[src/rtl/bkt_lvl_scan_ctrl_if.sv]
//------------------------------------------------------------------------------
// Module   : bkt_lvl_scan_ctrl_if
// Purpose  : Bundles the request, level-state and result signals of the
//            backtrack level scan controller.
// Ports    : master - requester side (drives start/abort/level-state inputs,
//                     observes results)
//            slave  - controller side (bkt_lvl_scan_ctrl)
// Signals  : start_i, abort_i, max_lvl_i, cur_bin_num_i, has_bkt_i, dcd_bin_i
//            busy_o, apply_bkt_o, bkt_lvl_o, bkt_bin_o, bkt_local_o, unsat_o,
//            done_o, cycle_cnt_o
// Revision : 1.0 - initial release
//------------------------------------------------------------------------------
`default_nettype none

interface bkt_lvl_scan_ctrl_if #(
  parameter int NUM_LVLS  = 8,
  parameter int WIDTH_LVL = 16,
  parameter int WIDTH_BIN = 10
);
  // Request / level-state side
  logic                          start_i;
  logic                          abort_i;
  logic [WIDTH_LVL-1:0]          max_lvl_i;
  logic [WIDTH_BIN-1:0]          cur_bin_num_i;
  logic [NUM_LVLS-1:0]           has_bkt_i;
  logic [WIDTH_BIN*NUM_LVLS-1:0] dcd_bin_i;

  // Result side
  logic                          busy_o;
  logic                          apply_bkt_o;
  logic [WIDTH_LVL-1:0]          bkt_lvl_o;
  logic [WIDTH_BIN-1:0]          bkt_bin_o;
  logic                          bkt_local_o;
  logic                          unsat_o;
  logic                          done_o;
  logic [15:0]                   cycle_cnt_o;

  modport master (
    output start_i,
    output abort_i,
    output max_lvl_i,
    output cur_bin_num_i,
    output has_bkt_i,
    output dcd_bin_i,
    input  busy_o,
    input  apply_bkt_o,
    input  bkt_lvl_o,
    input  bkt_bin_o,
    input  bkt_local_o,
    input  unsat_o,
    input  done_o,
    input  cycle_cnt_o
  );

  modport slave (
    input  start_i,
    input  abort_i,
    input  max_lvl_i,
    input  cur_bin_num_i,
    input  has_bkt_i,
    input  dcd_bin_i,
    output busy_o,
    output apply_bkt_o,
    output bkt_lvl_o,
    output bkt_bin_o,
    output bkt_local_o,
    output unsat_o,
    output done_o,
    output cycle_cnt_o
  );

endinterface : bkt_lvl_scan_ctrl_if

`default_nettype wire

[src/rtl/bkt_lvl_scan_ctrl.sv]
//------------------------------------------------------------------------------
// Module   : bkt_lvl_scan_ctrl
// Purpose  : Conflict-driven backtrack sequencer. Walks the level-state array
//            downward from the requested maximum level, one level per cycle,
//            and reports the highest level whose decision is not yet
//            backtracked together with its deciding bin, followed by a single
//            apply-backtrack strobe. Reports UNSAT if levels max..1 are all
//            already backtracked.
// Ports    : clk  - clock
//            rst  - asynchronous, active-high reset
//            bus  - bkt_lvl_scan_ctrl_if.slave (request inputs, level-state
//                   inputs, registered results and strobes)
// Config   : BKT_SCAN_CNT_EN - when defined, cycle_cnt_o counts SCAN cycles of
//                   the last search (saturating at 16'hFFFF); otherwise it is
//                   tied to zero.
// Revision : 1.0 - initial release
//------------------------------------------------------------------------------
`default_nettype none

module bkt_lvl_scan_ctrl #(
  parameter int NUM_LVLS  = 8,
  parameter int WIDTH_LVL = 16,
  parameter int WIDTH_BIN = 10
) (
  input  wire logic             clk,
  input  wire logic             rst,
  bkt_lvl_scan_ctrl_if.slave    bus
);

  localparam int c_PTR_W = (NUM_LVLS > 1) ? $clog2(NUM_LVLS) : 1;

  typedef enum logic [1:0] {
    ST_IDLE  = 2'd0,
    ST_SCAN  = 2'd1,
    ST_APPLY = 2'd2,
    ST_DONE  = 2'd3
  } state_t;

  state_t                 r_state;
  logic [c_PTR_W-1:0]     r_ptr;
  logic                   r_busy;
  logic                   r_apply;
  logic                   r_done;
  logic                   r_unsat;
  logic                   r_local;
  logic [WIDTH_LVL-1:0]   r_lvl;
  logic [WIDTH_BIN-1:0]   r_bin;

  logic [WIDTH_BIN-1:0]   w_dcd_bin [NUM_LVLS];
  logic [c_PTR_W-1:0]     w_start_ptr;
  logic [WIDTH_BIN-1:0]   w_hit_bin;
  logic                   w_start_ok;

  // Unpack the flat deciding-bin bus into one entry per level slot.
  for (genvar gi = 0; gi < NUM_LVLS; gi++) begin : g_unpack
    assign w_dcd_bin[gi] = bus.dcd_bin_i[gi*WIDTH_BIN +: WIDTH_BIN];
  end

  // Requests beyond the array are clamped to the top slot silently.
  assign w_start_ptr = (bus.max_lvl_i >= WIDTH_LVL'(NUM_LVLS))
                     ? c_PTR_W'(NUM_LVLS - 1)
                     : bus.max_lvl_i[c_PTR_W-1:0];

  assign w_hit_bin  = w_dcd_bin[r_ptr];
  assign w_start_ok = (r_state == ST_IDLE) && bus.start_i;

  //----------------------------------------------------------------------------
  // Sequencer. All outputs are registered here so that no input reaches an
  // output combinationally. apply/done are one-cycle strobes: they default low
  // each cycle and are raised only on the transition into APPLY/DONE.
  //----------------------------------------------------------------------------
  always_ff @(posedge clk or posedge rst) begin
    if (rst) begin
      r_state <= ST_IDLE;
      r_ptr   <= '0;
      r_busy  <= 1'b0;
      r_apply <= 1'b0;
      r_done  <= 1'b0;
      r_unsat <= 1'b0;
      r_local <= 1'b0;
      r_lvl   <= '0;
      r_bin   <= '0;
    end else begin
      r_apply <= 1'b0;
      r_done  <= 1'b0;
      case (r_state)
        ST_IDLE: begin
          if (bus.start_i) begin
            r_ptr   <= w_start_ptr;
            r_unsat <= 1'b0;
            r_local <= 1'b0;
            r_lvl   <= '0;
            r_bin   <= '0;
            r_busy  <= 1'b1;
            r_state <= ST_SCAN;
          end
        end

        ST_SCAN: begin
          if (bus.abort_i) begin
            r_busy  <= 1'b0;
            r_state <= ST_IDLE;
          end else if (r_ptr == '0) begin
            // Root level reached without finding an open decision.
            r_unsat <= 1'b1;
            r_busy  <= 1'b0;
            r_done  <= 1'b1;
            r_state <= ST_DONE;
          end else if (!bus.has_bkt_i[r_ptr]) begin
            r_lvl   <= WIDTH_LVL'(r_ptr);
            r_bin   <= w_hit_bin;
            r_local <= (w_hit_bin == bus.cur_bin_num_i);
            r_apply <= 1'b1;
            r_state <= ST_APPLY;
          end else begin
            r_ptr   <= r_ptr - 1'b1;
          end
        end

        ST_APPLY: begin
          r_busy <= 1'b0;
          if (bus.abort_i) begin
            r_state <= ST_IDLE;
          end else begin
            r_done  <= 1'b1;
            r_state <= ST_DONE;
          end
        end

        ST_DONE: begin
          // A start seen here is dropped, not queued.
          r_state <= ST_IDLE;
        end

        default: begin
          r_busy  <= 1'b0;
          r_state <= ST_IDLE;
        end
      endcase
    end
  end

`ifdef BKT_SCAN_CNT_EN
  //----------------------------------------------------------------------------
  // Scan-cycle counter: cleared by an accepted start, counts every cycle spent
  // in SCAN and saturates instead of wrapping. Holds after the search ends.
  //----------------------------------------------------------------------------
  logic [15:0] r_cnt;

  always_ff @(posedge clk or posedge rst) begin
    if (rst) begin
      r_cnt <= '0;
    end else if (w_start_ok) begin
      r_cnt <= '0;
    end else if ((r_state == ST_SCAN) && (r_cnt != 16'hFFFF)) begin
      r_cnt <= r_cnt + 16'd1;
    end
  end

  assign bus.cycle_cnt_o = r_cnt;
`else
  logic w_unused_start_ok;
  assign w_unused_start_ok = w_start_ok;
  assign bus.cycle_cnt_o   = 16'd0;
`endif

  assign bus.busy_o      = r_busy;
  assign bus.apply_bkt_o = r_apply;
  assign bus.done_o      = r_done;
  assign bus.unsat_o     = r_unsat;
  assign bus.bkt_local_o = r_local;
  assign bus.bkt_lvl_o   = r_lvl;
  assign bus.bkt_bin_o   = r_bin;

endmodule : bkt_lvl_scan_ctrl

`default_nettype wire
[src/flat_wrapper.sv]
// flat-port wrapper written by rule: the top's interface ports become plain ports
module bkt_lvl_scan_ctrl_flat 
#(
  parameter int NUM_LVLS  = 8,
  parameter int WIDTH_LVL = 16,
  parameter int WIDTH_BIN = 10
)
  (clk, rst, bus_start_i, bus_abort_i, bus_max_lvl_i, bus_cur_bin_num_i, bus_has_bkt_i, bus_dcd_bin_i, bus_busy_o, bus_apply_bkt_o, bus_bkt_lvl_o, bus_bkt_bin_o, bus_bkt_local_o, bus_unsat_o, bus_done_o, bus_cycle_cnt_o);
  bkt_lvl_scan_ctrl_if #(.NUM_LVLS(NUM_LVLS), .WIDTH_LVL(WIDTH_LVL), .WIDTH_BIN(WIDTH_BIN)) bus_i ();
  input  wire logic clk;
  input  wire logic rst;
  input wire logic [$bits(bus_i.start_i)-1:0] bus_start_i;
  input wire logic [$bits(bus_i.abort_i)-1:0] bus_abort_i;
  input wire logic [$bits(bus_i.max_lvl_i)-1:0] bus_max_lvl_i;
  input wire logic [$bits(bus_i.cur_bin_num_i)-1:0] bus_cur_bin_num_i;
  input wire logic [$bits(bus_i.has_bkt_i)-1:0] bus_has_bkt_i;
  input wire logic [$bits(bus_i.dcd_bin_i)-1:0] bus_dcd_bin_i;
  output wire logic [$bits(bus_i.busy_o)-1:0] bus_busy_o;
  output wire logic [$bits(bus_i.apply_bkt_o)-1:0] bus_apply_bkt_o;
  output wire logic [$bits(bus_i.bkt_lvl_o)-1:0] bus_bkt_lvl_o;
  output wire logic [$bits(bus_i.bkt_bin_o)-1:0] bus_bkt_bin_o;
  output wire logic [$bits(bus_i.bkt_local_o)-1:0] bus_bkt_local_o;
  output wire logic [$bits(bus_i.unsat_o)-1:0] bus_unsat_o;
  output wire logic [$bits(bus_i.done_o)-1:0] bus_done_o;
  output wire logic [$bits(bus_i.cycle_cnt_o)-1:0] bus_cycle_cnt_o;
  assign bus_i.start_i = bus_start_i;
  assign bus_i.abort_i = bus_abort_i;
  assign bus_i.max_lvl_i = bus_max_lvl_i;
  assign bus_i.cur_bin_num_i = bus_cur_bin_num_i;
  assign bus_i.has_bkt_i = bus_has_bkt_i;
  assign bus_i.dcd_bin_i = bus_dcd_bin_i;
  assign bus_busy_o = bus_i.busy_o;
  assign bus_apply_bkt_o = bus_i.apply_bkt_o;
  assign bus_bkt_lvl_o = bus_i.bkt_lvl_o;
  assign bus_bkt_bin_o = bus_i.bkt_bin_o;
  assign bus_bkt_local_o = bus_i.bkt_local_o;
  assign bus_unsat_o = bus_i.unsat_o;
  assign bus_done_o = bus_i.done_o;
  assign bus_cycle_cnt_o = bus_i.cycle_cnt_o;
  bkt_lvl_scan_ctrl #(.NUM_LVLS(NUM_LVLS), .WIDTH_LVL(WIDTH_LVL), .WIDTH_BIN(WIDTH_BIN)) u_core (.clk(clk), .rst(rst), .bus(bus_i));
endmodule
[config.mk]
export PLATFORM = sky130hd
export DESIGN_NAME = bkt_lvl_scan_ctrl_flat
export DESIGN_NICKNAME = d
export VERILOG_FILES = /design/src/rtl/bkt_lvl_scan_ctrl_if.sv /design/src/rtl/bkt_lvl_scan_ctrl.sv /design/src/flat_wrapper.sv
export SDC_FILE = /design/constraint.sdc
export NUM_CORES = 1
export LEC_CHECK = 0
export CORE_UTILIZATION = 37
export CTS_BUF_LIST = sky130_fd_sc_hd__clkbuf_4 sky130_fd_sc_hd__clkbuf_8 sky130_fd_sc_hd__clkbuf_16
export DETAILED_ROUTE_END_ITERATION = 12
export GPL_TIMING_DRIVEN = 0
export PLACE_DENSITY = 0.85
export RECOVER_POWER = 25
export SLEW_MARGIN = 0
export SYNTH_ARGS = -nofsm -noshare
export SYNTH_HDL_FRONTEND = slang
export SYNTH_SLANG_ARGS = --single-unit
[constraint.sdc]
create_clock -name clk -period 4.9 [get_ports clk]
set_clock_uncertainty 0.05 [all_clocks]
set_input_delay 0.49 -clock clk [delete_from_list [all_inputs] [get_ports clk]]
set_output_delay 0.49 -clock clk [all_outputs]
set_load 0.05 [all_outputs]
**After elaboration in Yosys (flattened, before gate mapping)**

Cells that the tools add are included.

- Output and inout port bits: 47
- Word-level logic and storage cells: 82
- Flip-flop bits (word level): 36

- Bitwise operators: 1
- Mux-type cells: 47
- Reductions and logical operators: 9
- Eq/ne operators: 12
- $lt $le $gt $ge: 3
- Add/subtract/negate cells: 1

Operators with widths:

| cell | count |
|---|---|
| two-way mux 16 bit | 4 |
| two-way mux 10 bit | 6 |
| case mux 16 bit (2 select lines) | 1 |
| binary-select mux 10 bit (select 3 bit) | 1 |
| case mux 10 bit (2 select lines) | 1 |
| two-way mux 1 bit | 17 |
| >= comparator 16 x 4 -> 1 bit (second input constant) | 1 |
| two-way mux 3 bit | 5 |
| equality test 10 bit | 1 |
| two-way mux 2 bit | 5 |
| AND reduction 5 bit | 2 |
| != test 2 bit (second input constant) | 4 |
| case mux 2 bit (4 select lines) | 1 |
| case mux 1 bit (2 select lines) | 3 |
| case mux 3 bit (2 select lines) | 1 |
| equality test 2 bit (second input constant) | 2 |
| >= comparator 4 bit (second input constant) | 1 |
| < comparator 3 x 4 -> 1 bit (second input constant) | 1 |
| != test 2 x 1 -> 1 bit (second input constant) | 2 |
| != test 4 x 3 -> 1 bit (second input constant) | 1 |
| inverter 3 -> 4 bit | 1 |
| AND reduction 4 bit | 1 |
| binary-select mux 1 bit (select 3 bit) | 1 |
| zero test 3 bit | 1 |
| 9 further kinds | 9 |

**Longest topological paths before layout**

- Depth after elaboration: 9
- Gate-level depth with buffers: 11
- Mapped depth without buffers: 7

**Worst setup path after synthesis**

No wires, ideal clock.

- Path type: flip-flop to flip-flop
- Start point: register u_core.r_ptr[0]
- End point: register u_core.r_ptr[2]
- Data required time: 4727 ps
- Arrival: 2356 ps
- Setup slack: 2371 ps
- Cell stages (with the launch flop): 11
- Clock period less this slack: 2529 ps
- Path through: dfrtp_1 -> buf_6 -> buf_12 -> buf_4 -> clkinv_1 -> ha_1 -> nor2b_1 -> or3_1 -> a221oi_4 -> a21oi_1 -> o221a_1

- Cells in the longest elaborated chain, start to end: 5
- Elaborated cells between the ends (all ways): 11

Ends and longest elaborated chain:

| item | line | source |
|---|---|---|
| start, declared | bkt_lvl_scan_ctrl.sv:40 | `logic [c_PTR_W-1:0] r_ptr;` |
| start signal, assigned | bkt_lvl_scan_ctrl.sv:89 | `r_ptr <= w_start_ptr;` |
| start signal, assigned | bkt_lvl_scan_ctrl.sv:116 | `r_ptr <= r_ptr - 1'b1;` |
| subtractor 3 x 1 -> 3 bit | bkt_lvl_scan_ctrl.sv:116 |  |
| two-way mux 3 bit | bkt_lvl_scan_ctrl.sv:109 | `end else if (!bus.has_bkt_i[r_ptr]) begin` |
| two-way mux 3 bit | bkt_lvl_scan_ctrl.sv:103 | `end else if (r_ptr == '0) begin` |
| two-way mux 3 bit | bkt_lvl_scan_ctrl.sv:100 | `if (bus.abort_i) begin` |
| case mux 3 bit (2 select lines) | bkt_lvl_scan_ctrl.sv:86 | `case (r_state)` |

Several ways; a longest one is shown, not always the timed one. The select of a mux whose other input is x is not followed.
A chain may end at the register's enable or synchronous reset.

**Final worst setup path**

Ends and elaborated chain as after synthesis.

==> impl_metrics.toml <==
[global_route]
overflow = 0
grt_pass1_wl_um = 9980
antenna_found_initial = 0
grt_use_total = 0.213
grt_max_degree = 24
grt_pass1_vias = 2155

[placement]
numPortBuffers = 135
dpl.hpwl_um = 5480
gp_congestion = 0.772
pre_cts_ws_ns = 2.01

[setup_path]
cp-end-kind = "register"
cp_max_fo = 10
crit_path_start_kind = "register"
worst-setup-path-type = "reg -> reg"
crit_required_ns = 5.01
cp.arrival_ns = 3.01

[floorplanning]
rows = 27
core_area_um2 = 5540
die_y_um = 78.1
initial_core_util = 0.387
die_area_um2 = 6100
io_pins = 165
die_w_um = 78.1

[power_and_ir_drop]
peakVddDrop_uv = 276
p_leak_nw = 1.65
clkPwrFrac = 0.075
switching_share = 0.480
switchingPower_uw = 808
seqPwrFrac = 0.181
totalPowerFinal_mw = 1.68
p_int_uw = 877
power_density_nw_per_um2 = 451
combPwrFrac = 0.744

[run]
maxCapViolCount = 0

[routing]
viasPerCell = 4.76
vias = 2112
wl_met1_um = 2530
postRouteAntennaNets = 0
wl_met2_um = 3430
top_layer_used = "met4"
first_pass_iters = 4
dr.first_iter.drc_count = 106
finalWirelength_um = 6400
drc = 0
wl_met3_um = 361
avgRoutedWirePerCell_um = 14.4

[cts]
numCtsBuffers = 3
root_buffer = "clkbuf_8"
worst_skew_pair.late_latency_ns = 0.26
cts_max_path_buffers = 2
postCtsHoldBufs = 0
clkTransAtPathRegs_ns = 0.08
h-tree-depth = 1
post_cts_resized = 0
cts_tree = "built"
postCtsSetupBuffers = 0
cts.sinks = 23

[sta]
setup_viol = 0
fin_crit_sh = 0.592
slew_headroom = 0.394
setup_ws_ns = 2.00
whs_ns = 0.435
worstMarginPinSlew_ns = 0.909
fin_tns_setup_ns = 0
min_period_ns = 2.90
drv_slew = 0
grt_setup_unrepaired = "false"
fmax_mhz = 345
hold_viol_final = 0

[logic_synthesis]
syn_inst = 205
yosys_warnings = 0
synth.distinct_cells = 40
synthTopCellsByArea = "dfrtp_1 27%, mux4_2 12%, buf_4 11%"
synthArstFlopShare = 1.00
yosys.area.top_type = "dfrtp_1"
ys_seq_area_frac = 0.269
ys.flop_type = "dfrtp_1"
syn_avg_cell_area_um2 = 10.4
synth_edf_count = 0
synth_top_cell_area_share = 0.269
netlist_area_um2 = 2140
synth-seq-cells = 23

[outcome]
status = "finished clean"

[final_layout]
final.fill_count = 455
final_util = 0.675
syn_to_final_growth_pct = 74.5
drive_gt1_frac = 0.145
antenna_cells = 0
final_net_count = 497

[hold_path]
holdCritPathClass = "reg -> reg"
[power by group through the flow]
stage	sequential (mW)	clock, mW	combinational, mW
after global placement	0.303	0	1.23
final	0.305	0.126	1.25
after CTS	0.305	0.127	1.26
after floorplan	0.497	0	0.711
after detailed placement	0.309	0	1.26
after global routing	0.315	0.137	1.35
[kinds of logic (layout without fill, tap and decap cells)]
family | count (synthesis) | in the layout | share of synthesized area
and+or+nand+nor | 50 | 50 | 0.110
buffers and inverters | 48 | 187 | 0.150
AOI/OAI and AO/OA | 32 | 32 | 0.104
DFF | 23 | 23 | 0.269
other | 1 | 29 | 0.00175
muxes | 36 | 36 | 0.293
adders and majority gates | 6 | 6 | 0.0350
xor gates and xnor gates | 9 | 9 | 0.0368
[through the flow]
| step | instances | area (um^2) |
|---|---|---|
| after floorplan | 233 | 2250 |
| after global placement | 440 | 3690 |
| after detailed placement | 440 | 3690 |
| after CTS | 444 | 3740 |
| after global routing | 444 | 3740 |
| final | 444 | 3740 |
[final cells by class]
| class | instances | area, um^2 | share of cell area |
|---|---|---|---|
| timing repair buffer | 135 | 1350 | 0.362 |
| tap | 72 | 90.1 | 0.0241 |
| buffer | 40 | 292 | 0.0780 |
| clock buffer | 4 | 48.8 | 0.0131 |
| multi-input combinational | 162 | 1350 | 0.361 |
| inverter | 8 | 30.0 | 0.00803 |
| sequential | 23 | 576 | 0.154 |
[state kept, by name, indices dropped and copies added, names as in the netlist]
| name | flops |
|---|---|
| u_core.bus.bkt_lvl_o | 3 |
| u_core.bus.busy_o | 1 |
| u_core.r_ptr | 3 |
| u_core.bus.unsat_o | 1 |
| u_core.bus.apply_bkt_o | 1 |
| u_core.bus.done_o | 1 |
| u_core.bus.bkt_bin_o | 10 |
| u_core.bus.bkt_local_o | 1 |
| u_core.r_state | 2 |
[final timing paths]
path,startpoint,end,slack [ns],cells after the start
setup reg to reg,u_core.r_ptr[0],u_core.r_ptr[2],2.00,10
hold reg to reg,u_core.bus.bkt_lvl_o[1],u_core.bus.bkt_lvl_o[1],0.44,2
setup / recovery,u_core.r_ptr[0],u_core.r_ptr[2],2.00,10
hold / removal,u_core.bus.bkt_lvl_o[1],u_core.bus.bkt_lvl_o[1],0.44,2
max in group asynchronous,rst,u_core.bus.bkt_bin_o[1],3.41,2
min in group asynchronous,rst,u_core.bus.bkt_bin_o[5],0.84,2
[placed cells by master (no fill, tap or decap), types with 3 or more instances in the layout]
cell type        instances
a21oi_1                  5
and2_1                   3
buf_2                    4
buf_4                   30
clkbuf_1                 3
clkbuf_8                 3
clkdlybuf4s50_1        134
conb_1                  29
dfrtp_1                 23
ha_1                     6
inv_1                    7
mux2i_1                 17
mux4_1                   8
mux4_2                  11
nand2_1                 18
nand3_1                  3
nand4_1                  5
nor2_1                  11
nor2b_1                  4
nor4_1                   3
o21ai_0                 15
xor2_1                   8
[Yosys cell counts (3+ instances only)]
cell type	number
nand3_1	3
dfrtp_1	23
xor2_1	8
nand4_1	5
inv_1	7
o21ai_0	15
mux2i_1	17
clkbuf_1	3
a21oi_1	5
mux4_2	11
nand2_1	18
mux4_1	8
ha_1	6
buf_2	4
nor2b_1	4
nor2_1	11
nor4_1	3
buf_4	30
and2_1	3
[per-layer routing]
layer  up-vias  track usage
met5         -            0
met4         0       0.0556
met3         6       0.0267
met2        85        0.406
met1       993        0.249
li1       1028            -
[critical path, stage by stage (launching register included)]
cell and delay, ns:
dfrtp_1 0.36, buf_6 0.13, buf_12 0.13, buf_4 0.21, clkinv_1 0.30, ha_1 0.30, nor2b_1 0.16, or3_1 0.42
a221oi_4 0.38, a21oi_1 0.11, o221a_1 0.23
No activity file was read; power rests on OpenSTA's default activity.
